$ cat src/rtl/execute_stage_pkg.sv
// Shared types and the combinational ALU function for the execute stage.
package execute_stage_pkg;

  localparam int XLEN = 32;

  typedef enum logic [4:0] {
    OP_ADD  = 5'd0,
    OP_SUB  = 5'd1,
    OP_AND  = 5'd2,
    OP_OR   = 5'd3,
    OP_XOR  = 5'd4,
    OP_SLL  = 5'd5,
    OP_SRL  = 5'd6,
    OP_SRA  = 5'd7,
    OP_SLT  = 5'd8,
    OP_SLTU = 5'd9,
    OP_MUL  = 5'd10
  } alu_op_t;

  typedef enum logic {
    ST_IDLE     = 1'b0,
    ST_MUL_BUSY = 1'b1
  } ex_state_t;

  // Single-cycle ops only; MUL and unlisted encodings yield 0 here.
  function automatic logic [XLEN-1:0] alu_compute(input logic [4:0]      op,
                                                  input logic [XLEN-1:0] a,
                                                  input logic [XLEN-1:0] b);
    logic [XLEN-1:0] res;
    res = '0;
    case (alu_op_t'(op))
      OP_ADD:  res = a + b;
      OP_SUB:  res = a - b;
      OP_AND:  res = a & b;
      OP_OR:   res = a | b;
      OP_XOR:  res = a ^ b;
      OP_SLL:  res = a << b[4:0];
      OP_SRL:  res = a >> b[4:0];
      OP_SRA:  res = $unsigned($signed(a) >>> b[4:0]);
      OP_SLT:  res = {{(XLEN-1){1'b0}}, ($signed(a) < $signed(b))};
      OP_SLTU: res = {{(XLEN-1){1'b0}}, (a < b)};
      default: res = '0;
    endcase
    return res;
  endfunction

endpackage

$ cat src/rtl/execute_stage_seq_multiplier.sv
// Iterative unsigned shift-add multiplier, one partial product per clock, low XLEN bits.
module seq_multiplier
  import execute_stage_pkg::*;
(
  input  logic            clk,
  input  logic            rst,
  input  logic            i_start,
  input  logic            i_abort,
  input  logic [XLEN-1:0] i_a,
  input  logic [XLEN-1:0] i_b,
  output logic            o_busy,
  output logic            o_done,
  output logic [XLEN-1:0] o_product
);

  logic            r_busy;
  logic [4:0]      r_cnt;
  logic [XLEN-1:0] r_mcand;
  logic [XLEN-1:0] r_mplier;
  logic [XLEN-1:0] r_acc;
  logic [XLEN-1:0] w_step;

  // o_product already includes the current step, so the final edge can consume it.
  assign w_step    = r_mplier[0] ? r_mcand : '0;
  assign o_product = r_acc + w_step;
  assign o_busy    = r_busy;
  assign o_done    = r_busy & (r_cnt == 5'd31);

  always_ff @(posedge clk) begin
    if (rst) begin
      r_busy   <= 1'b0;
      r_cnt    <= '0;
      r_mcand  <= '0;
      r_mplier <= '0;
      r_acc    <= '0;
    end else if (i_abort) begin
      r_busy <= 1'b0;
      r_cnt  <= '0;
    end else if (i_start && !r_busy) begin
      r_busy   <= 1'b1;
      r_cnt    <= '0;
      r_mcand  <= i_a;
      r_mplier <= i_b;
      r_acc    <= '0;
    end else if (r_busy) begin
      r_acc    <= o_product;
      r_mcand  <= r_mcand << 1;
      r_mplier <= r_mplier >> 1;
      r_cnt    <= r_cnt + 5'd1;
      if (r_cnt == 5'd31) r_busy <= 1'b0;
    end
  end

endmodule

$ cat src/rtl/execute_stage.sv
// Execute stage: single-cycle ALU plus a 32-step iterative multiply that stalls upstream.
module execute_stage
  import execute_stage_pkg::*;
(
  input  logic            clk,
  input  logic            rst,
  input  logic            flush,
  input  logic            in_valid,
  input  logic [4:0]      alu_control,
  input  logic            alu_src,
  input  logic            mem_write,
  input  logic            reg_write,
  input  logic [1:0]      mem_to_reg,
  input  logic [4:0]      rd_addr,
  input  logic [XLEN-1:0] RD1,
  input  logic [XLEN-1:0] RD2,
  input  logic [XLEN-1:0] signImm,
  input  logic [XLEN-1:0] pc_count,
  output logic            stall,
  output logic            valid_new,
  output logic [XLEN-1:0] alu_result_new,
  output logic [XLEN-1:0] write_data_new,
  output logic [XLEN-1:0] pc_count_new,
  output logic [4:0]      rd_addr_new,
  output logic [1:0]      mem_to_reg_new,
  output logic            mem_write_new,
  output logic            reg_write_new,
  output logic            zero_new
);

  ex_state_t       r_state;
  logic            r_lat_mw;
  logic            r_lat_rw;
  logic [1:0]      r_lat_mtr;
  logic [4:0]      r_lat_rd;
  logic [XLEN-1:0] r_lat_wd;
  logic [XLEN-1:0] r_lat_pc;

  logic            w_is_mul;
  logic            w_accept_mul;
  logic            w_mul_busy;
  logic            w_mul_done;
  logic [XLEN-1:0] w_opb;
  logic [XLEN-1:0] w_alu;
  logic [XLEN-1:0] w_product;

  assign w_opb        = alu_src ? signImm : RD2;
  assign w_is_mul     = (alu_control == OP_MUL);
  assign w_alu        = alu_compute(alu_control, RD1, w_opb);
  assign w_accept_mul = ~rst & ~flush & (r_state == ST_IDLE) & in_valid & w_is_mul;

  // Stall drops on the final multiply cycle so upstream advances in step with the result.
  assign stall = w_accept_mul |
                 (~rst & ~flush & (r_state == ST_MUL_BUSY) & w_mul_busy & ~w_mul_done);

  seq_multiplier u_mul (
    .clk       (clk),
    .rst       (rst),
    .i_start   (w_accept_mul),
    .i_abort   (flush),
    .i_a       (RD1),
    .i_b       (w_opb),
    .o_busy    (w_mul_busy),
    .o_done    (w_mul_done),
    .o_product (w_product)
  );

  always_ff @(posedge clk) begin
    if (rst) begin
      r_state        <= ST_IDLE;
      r_lat_mw       <= 1'b0;
      r_lat_rw       <= 1'b0;
      r_lat_mtr      <= '0;
      r_lat_rd       <= '0;
      r_lat_wd       <= '0;
      r_lat_pc       <= '0;
      valid_new      <= 1'b0;
      alu_result_new <= '0;
      write_data_new <= '0;
      pc_count_new   <= '0;
      rd_addr_new    <= '0;
      mem_to_reg_new <= '0;
      mem_write_new  <= 1'b0;
      reg_write_new  <= 1'b0;
      zero_new       <= 1'b0;
    end else if (flush) begin
      r_state       <= ST_IDLE;
      valid_new     <= 1'b0;
      mem_write_new <= 1'b0;
      reg_write_new <= 1'b0;
    end else begin
      case (r_state)
        ST_IDLE: begin
          if (in_valid && w_is_mul) begin
            r_state       <= ST_MUL_BUSY;
            r_lat_mw      <= mem_write;
            r_lat_rw      <= reg_write;
            r_lat_mtr     <= mem_to_reg;
            r_lat_rd      <= rd_addr;
            r_lat_wd      <= RD2;
            r_lat_pc      <= pc_count;
            valid_new     <= 1'b0;
            mem_write_new <= 1'b0;
            reg_write_new <= 1'b0;
          end else if (in_valid) begin
            valid_new      <= 1'b1;
            alu_result_new <= w_alu;
            zero_new       <= (w_alu == '0);
            write_data_new <= RD2;
            pc_count_new   <= pc_count;
            rd_addr_new    <= rd_addr;
            mem_to_reg_new <= mem_to_reg;
            mem_write_new  <= mem_write;
            reg_write_new  <= reg_write;
          end else begin
            valid_new     <= 1'b0;
            mem_write_new <= 1'b0;
            reg_write_new <= 1'b0;
          end
        end
        ST_MUL_BUSY: begin
          if (w_mul_done) begin
            r_state        <= ST_IDLE;
            valid_new      <= 1'b1;
            alu_result_new <= w_product;
            zero_new       <= (w_product == '0);
            write_data_new <= r_lat_wd;
            pc_count_new   <= r_lat_pc;
            rd_addr_new    <= r_lat_rd;
            mem_to_reg_new <= r_lat_mtr;
            mem_write_new  <= r_lat_mw;
            reg_write_new  <= r_lat_rw;
          end else begin
            valid_new     <= 1'b0;
            mem_write_new <= 1'b0;
            reg_write_new <= 1'b0;
          end
        end
        default: r_state <= ST_IDLE;
      endcase
    end
  end

endmodule

$ cat config.mk
export PLATFORM = sky130hd
export DESIGN_NAME = execute_stage
export DESIGN_NICKNAME = d
export VERILOG_FILES = /design/src/rtl/execute_stage_pkg.sv /design/src/rtl/execute_stage_seq_multiplier.sv /design/src/rtl/execute_stage.sv
export SDC_FILE = /design/constraint.sdc
export NUM_CORES = 1
export LEC_CHECK = 0
export ABC_AREA = 1
export ABC_CLOCK_PERIOD_IN_PS = 4800
export CORE_MARGIN = 4
export CORE_UTILIZATION = 41
export CTS_CLUSTER_DIAMETER = 80
export DETAILED_ROUTE_END_ITERATION = 10
export GPL_TIMING_DRIVEN = 0
export PLACE_DENSITY_LB_ADDON = 0.08
export SYNTH_ARGS = -nofsm -noshare
export SYNTH_HDL_FRONTEND = slang
export SYNTH_HIERARCHICAL = 1
export SYNTH_SLANG_ARGS = --single-unit
$ cat constraint.sdc
create_clock -name clk -period 4.8 [get_ports clk]
set_input_delay 1.2 -clock clk [delete_from_list [all_inputs] [get_ports clk]]
set_output_delay 1.2 -clock clk [all_outputs]
set_load 0.01 [all_outputs]
==> run metrics <==
Sequential Power Share 32.3%; Synth Area in Compound Gates 16.2%; Final Hold Vio Count 0; Setup crit end kind flop; worst r2r path cells 17; via count 31600; final setup violation count 0; H-tree depth 2; P&R area growth vs syn 21.3%; total global-route track usage 39.8%; crit share post-route 98.3%; clk sinks 283; RSZ-0062 raised after global routing false; initial antenna violation count 5; Initial Utilization 41.7%; fraction of the mapped netlist area in simple logic gates 41.4%; routed length per instance 24.6 µm; vias in the first global route 28900; Switching Fraction 37.0%; critical path class primary input to flop; DP Area 28300 µm²; final instance area 30100 µm²; mean post-synth cell area 5.71 µm²; Worst Path Required 5.27 ns; Comb pwr share 31.4%; clock root cell clkbuf_16; EDFF count, synth 0; post-DP HPWL 110000 µm; reg-to-reg startpoint u_mul/r_mplier[0]$_SDFFE_PP0P_; Die W 254 µm; worst-margin pin slew 1.17 ns; Distinct cells, synth 47; Most used DFF post-synth dfxtp_1; Switch Pwr 2790 µW; Ys Warns 6; final core occ 50.6%; Hold Path Depth 2; sequential area share after synthesis 22.9%; XOR/XNOR share of the synthesized area 0.696%; FF+latch count, synth 283; Slew Viols, Final 0; internal power 4750 µW; Pwr Density 251 nW/µm²; die height 254 µm; Hold Buf Count CTS 0; DIE AREA 64500 µm²; clk slew on worst S/H paths 0.06 ns; clock latency on the worst-skew pair 0.56 ns; TritonCTS Buffers 34; async set-reset flop share out of synthesis 0%; number of remaining DRC errors 0; GRT Residual Overflow 0; global-route wire length before repair 191000 µm; setup TNS 0 ns; CTS tree done; layout cell share with drive strength beyond 1 7.40%; synthesized cell area 24800 µm²; LEAKAGE 0.0148 µW; Row Count 89; cells after synthesis 4343; Worst Clk Skew 0.0249 ns; post-DR vias/cell 5.82; R2R Setup Slk 0.43 ns; status completed; nets 4909; post-synthesis mux area share 0%; pin count of the biggest net entering global routing 21; CP startpoint kind primary input; reg2reg end zero_new$_SDFFE_PP0P_; drt first pass iters 8; largest fanout on the critical path 9; adder-cell share of the synthesized area 6.95%; hold path endpoint alu_result_new[12]$_SDFFE_PP0P_; syn nets 4626; placer congestion estimate 1.09; Placeable Area 59500 µm²; VDD IR max 0.261 mV; HP Start alu_result_new[12]$_SDFFE_PP0P_; largest family of logic cells by synthesized area simple AND/OR/NAND/NOR gates; min cycle time layout 4.72 ns; clock network power share 36.3%; Fillers 6493; Post-DRT Antenna Nets 0; worst path arrival time 5.19 ns; io pins 255; port buffer count 253; drt total wl 133000 µm; CTS max path bufs 3; Hold Crit Class flop to flop; Highest Clock Rate 0.212 GHz; Iteration-0 DRC Markers 4054; max_cap viols 0; Worst slew margin 21.5%
[sequential cells by signal, indices dropped and copies added (netlist names), 2 cells and up]
signal / flops
alu_result_new: 32
pc_count_new: 32
r_lat_pc: 32
r_lat_wd: 32
u_mul/r_acc: 32
u_mul/r_mcand: 32
u_mul/r_mplier: 32
write_data_new: 32
r_lat_rd: 5
rd_addr_new: 5
u_mul/r_cnt: 5
mem_to_reg_new: 2
r_lat_mtr: 2
[metal layers]
| layer | global-route usage (%) | wire length [µm] | vias up |
|---|---|---|---|
| met4 | 20.3 | 8480 | 6 |
| li1 | - | - | 14700 |
| met2 | 59.5 | 55100 | 1836 |
| met3 | 10.0 | 15400 | 342 |
| met5 | 0 | 35 | - |
| met1 | 53.1 | 54400 | 14700 |
[cells in the final DEF, fill, tap and decap left out, types with 8 or more instances in the layout]
cell / instances
o21ai_0: 255
nand3_1: 557
ha_1: 118
clkdlybuf4s50_1: 248
nor2_2: 40
or2_2: 33
clkbuf_1: 134
nand2_1: 1318
nor4_1: 8
dfxtp_1: 283
inv_2: 13
nor2_1: 270
xor2_1: 15
buf_4: 36
o21bai_1: 11
o21ai_2: 19
o21ai_1: 10
buf_2: 41
o211ai_1: 24
clkbuf_16: 34
nand2_2: 24
ha_2: 11
inv_1: 477
a31oi_1: 75
nand3_2: 9
a21oi_1: 312
nor2_4: 11
and2_1: 19
nor3_1: 90
nand4_1: 26
o22ai_1: 19
[area by class of cell]
class	instances	area, µm²	share of cell area [%]
Timing Repair Buffer	265	2650	8.81
Tap cell	773	967	3.22
Buffer	225	1110	3.69
Antenna cell	2	5.00	0.0166
Multi-Input combinational cell	3323	16600	55.3
Clock inverter	17	245	0.815
Sequential cell	283	5670	18.8
Clock buffer	43	935	3.11
Inverter	494	1860	6.17
[worst max path at each step]
stage                        start                    end  slack (ns)  depth (start not counted)
finish                     RD1[31]  zero_new$_SDFFE_PP0P_        0.08                         17
global route                RD2[1]  zero_new$_SDFFE_PP0P_       0.006                         26
CTS                        alu_src  zero_new$_SDFFE_PP0P_        0.01                         22
detailed placement  alu_control[0]                  stall       -1.77                          9
global placement    alu_control[0]                  stall       -1.79                          9
floorplan                  alu_src  zero_new$_SDFFE_PP0P_        0.89                         22
[per-stage QoR]
step	setup slack (ns)	power, µW	std cells	hold slack (ns)
after floorplan	0.887	3700	4343	0.440
after global placement	-1.79	4670	5369	0.454
after detailed placement	-1.77	4660	5369	0.455
after CTS	0.0120	7440	5425	0.464
after global routing	0.00594	7820	5423	0.484
final	0.0799	7550	5425	0.464
[logic make-up (layout without fill, tap and decap cells)]
family | Yosys count | count (layout)
other cells | 0 | 2
compound gates | 750 | 750
flops | 283 | 283
simple gates | 2419 | 2419
xor+xnor | 18 | 18
fa+ha+maj | 136 | 136
buf+inv | 737 | 1044
[repair_timing]
| item | CTS | global route |
|---|---|---|
| pin swaps | 6 | 9 |
| setup endpoints to repair | 231 | 16 |
| gates resized for setup | 121 | 83 |
| setup buffers | 9 | 3 |
| cloned | 0 | 0 |
[cell usage after synthesis (2+ instances only)]
library cell | n | area share, %
inv_1 | 484 | 7.3
nand3_1 | 564 | 11
nand3_2 | 3 | 0.12
buf_1 | 8 | 0.12
clkinv_1 | 3 | 0.045
clkbuf_1 | 154 | 2.3
o22ai_1 | 19 | 0.48
xor2_2 | 2 | 0.13
xor2_1 | 15 | 0.53
nor2_4 | 3 | 0.14
o21a_1 | 3 | 0.091
o21ai_1 | 4 | 0.081
nand2_4 | 2 | 0.091
buf_4 | 24 | 0.73
and3_1 | 2 | 0.050
buf_6 | 5 | 0.23
o21ai_0 | 283 | 5.7
o211ai_1 | 24 | 0.73
a221oi_1 | 3 | 0.11
nor2_1 | 313 | 4.7
nor3_1 | 92 | 1.9
a21oi_1 | 319 | 6.4
buf_2 | 52 | 1.0
nand2_1 | 1328 | 20
a31oi_1 | 75 | 1.9
or2_2 | 33 | 0.83
nand2_2 | 14 | 0.35
nand3b_1 | 5 | 0.15
inv_2 | 7 | 0.11
o21bai_1 | 11 | 0.33
o21ai_2 | 3 | 0.11
nand4_1 | 26 | 0.66
fa_1 | 3 | 0.24
and2_1 | 19 | 0.48
nor4_1 | 8 | 0.20
ha_1 | 133 | 6.7
dfxtp_1 | 283 | 23
nor2_2 | 5 | 0.13
[power by group through the flow]
stage               registers [µW]  clock network (µW)  logic, µW
floorplan                     2510                   0       1190
global placement              2490                   0       2180
detailed placement            2490                   0       2170
CTS                           2440                2780       2230
global route                  2440                2870       2510
finish                        2440                2740       2370
[worst max-delay path, stage by stage]
cell and delay (ns):
clkdlybuf4s50_1 0.70, clkbuf_1 0.43, inv_1 0.20, ha_1 0.66
o21bai_1 0.23, a21oi_1 0.16, nand2_1 0.13, a21oi_2 0.29
nand3_1 0.12, nand3_1 0.11, nand3b_1 0.07, buf_4 0.17
nor2_1 0.08, nand3_1 0.16, nor2_4 0.17, nand3_1 0.13
a21oi_1 0.15
Note: power is estimated with default switching activity, not from simulation.
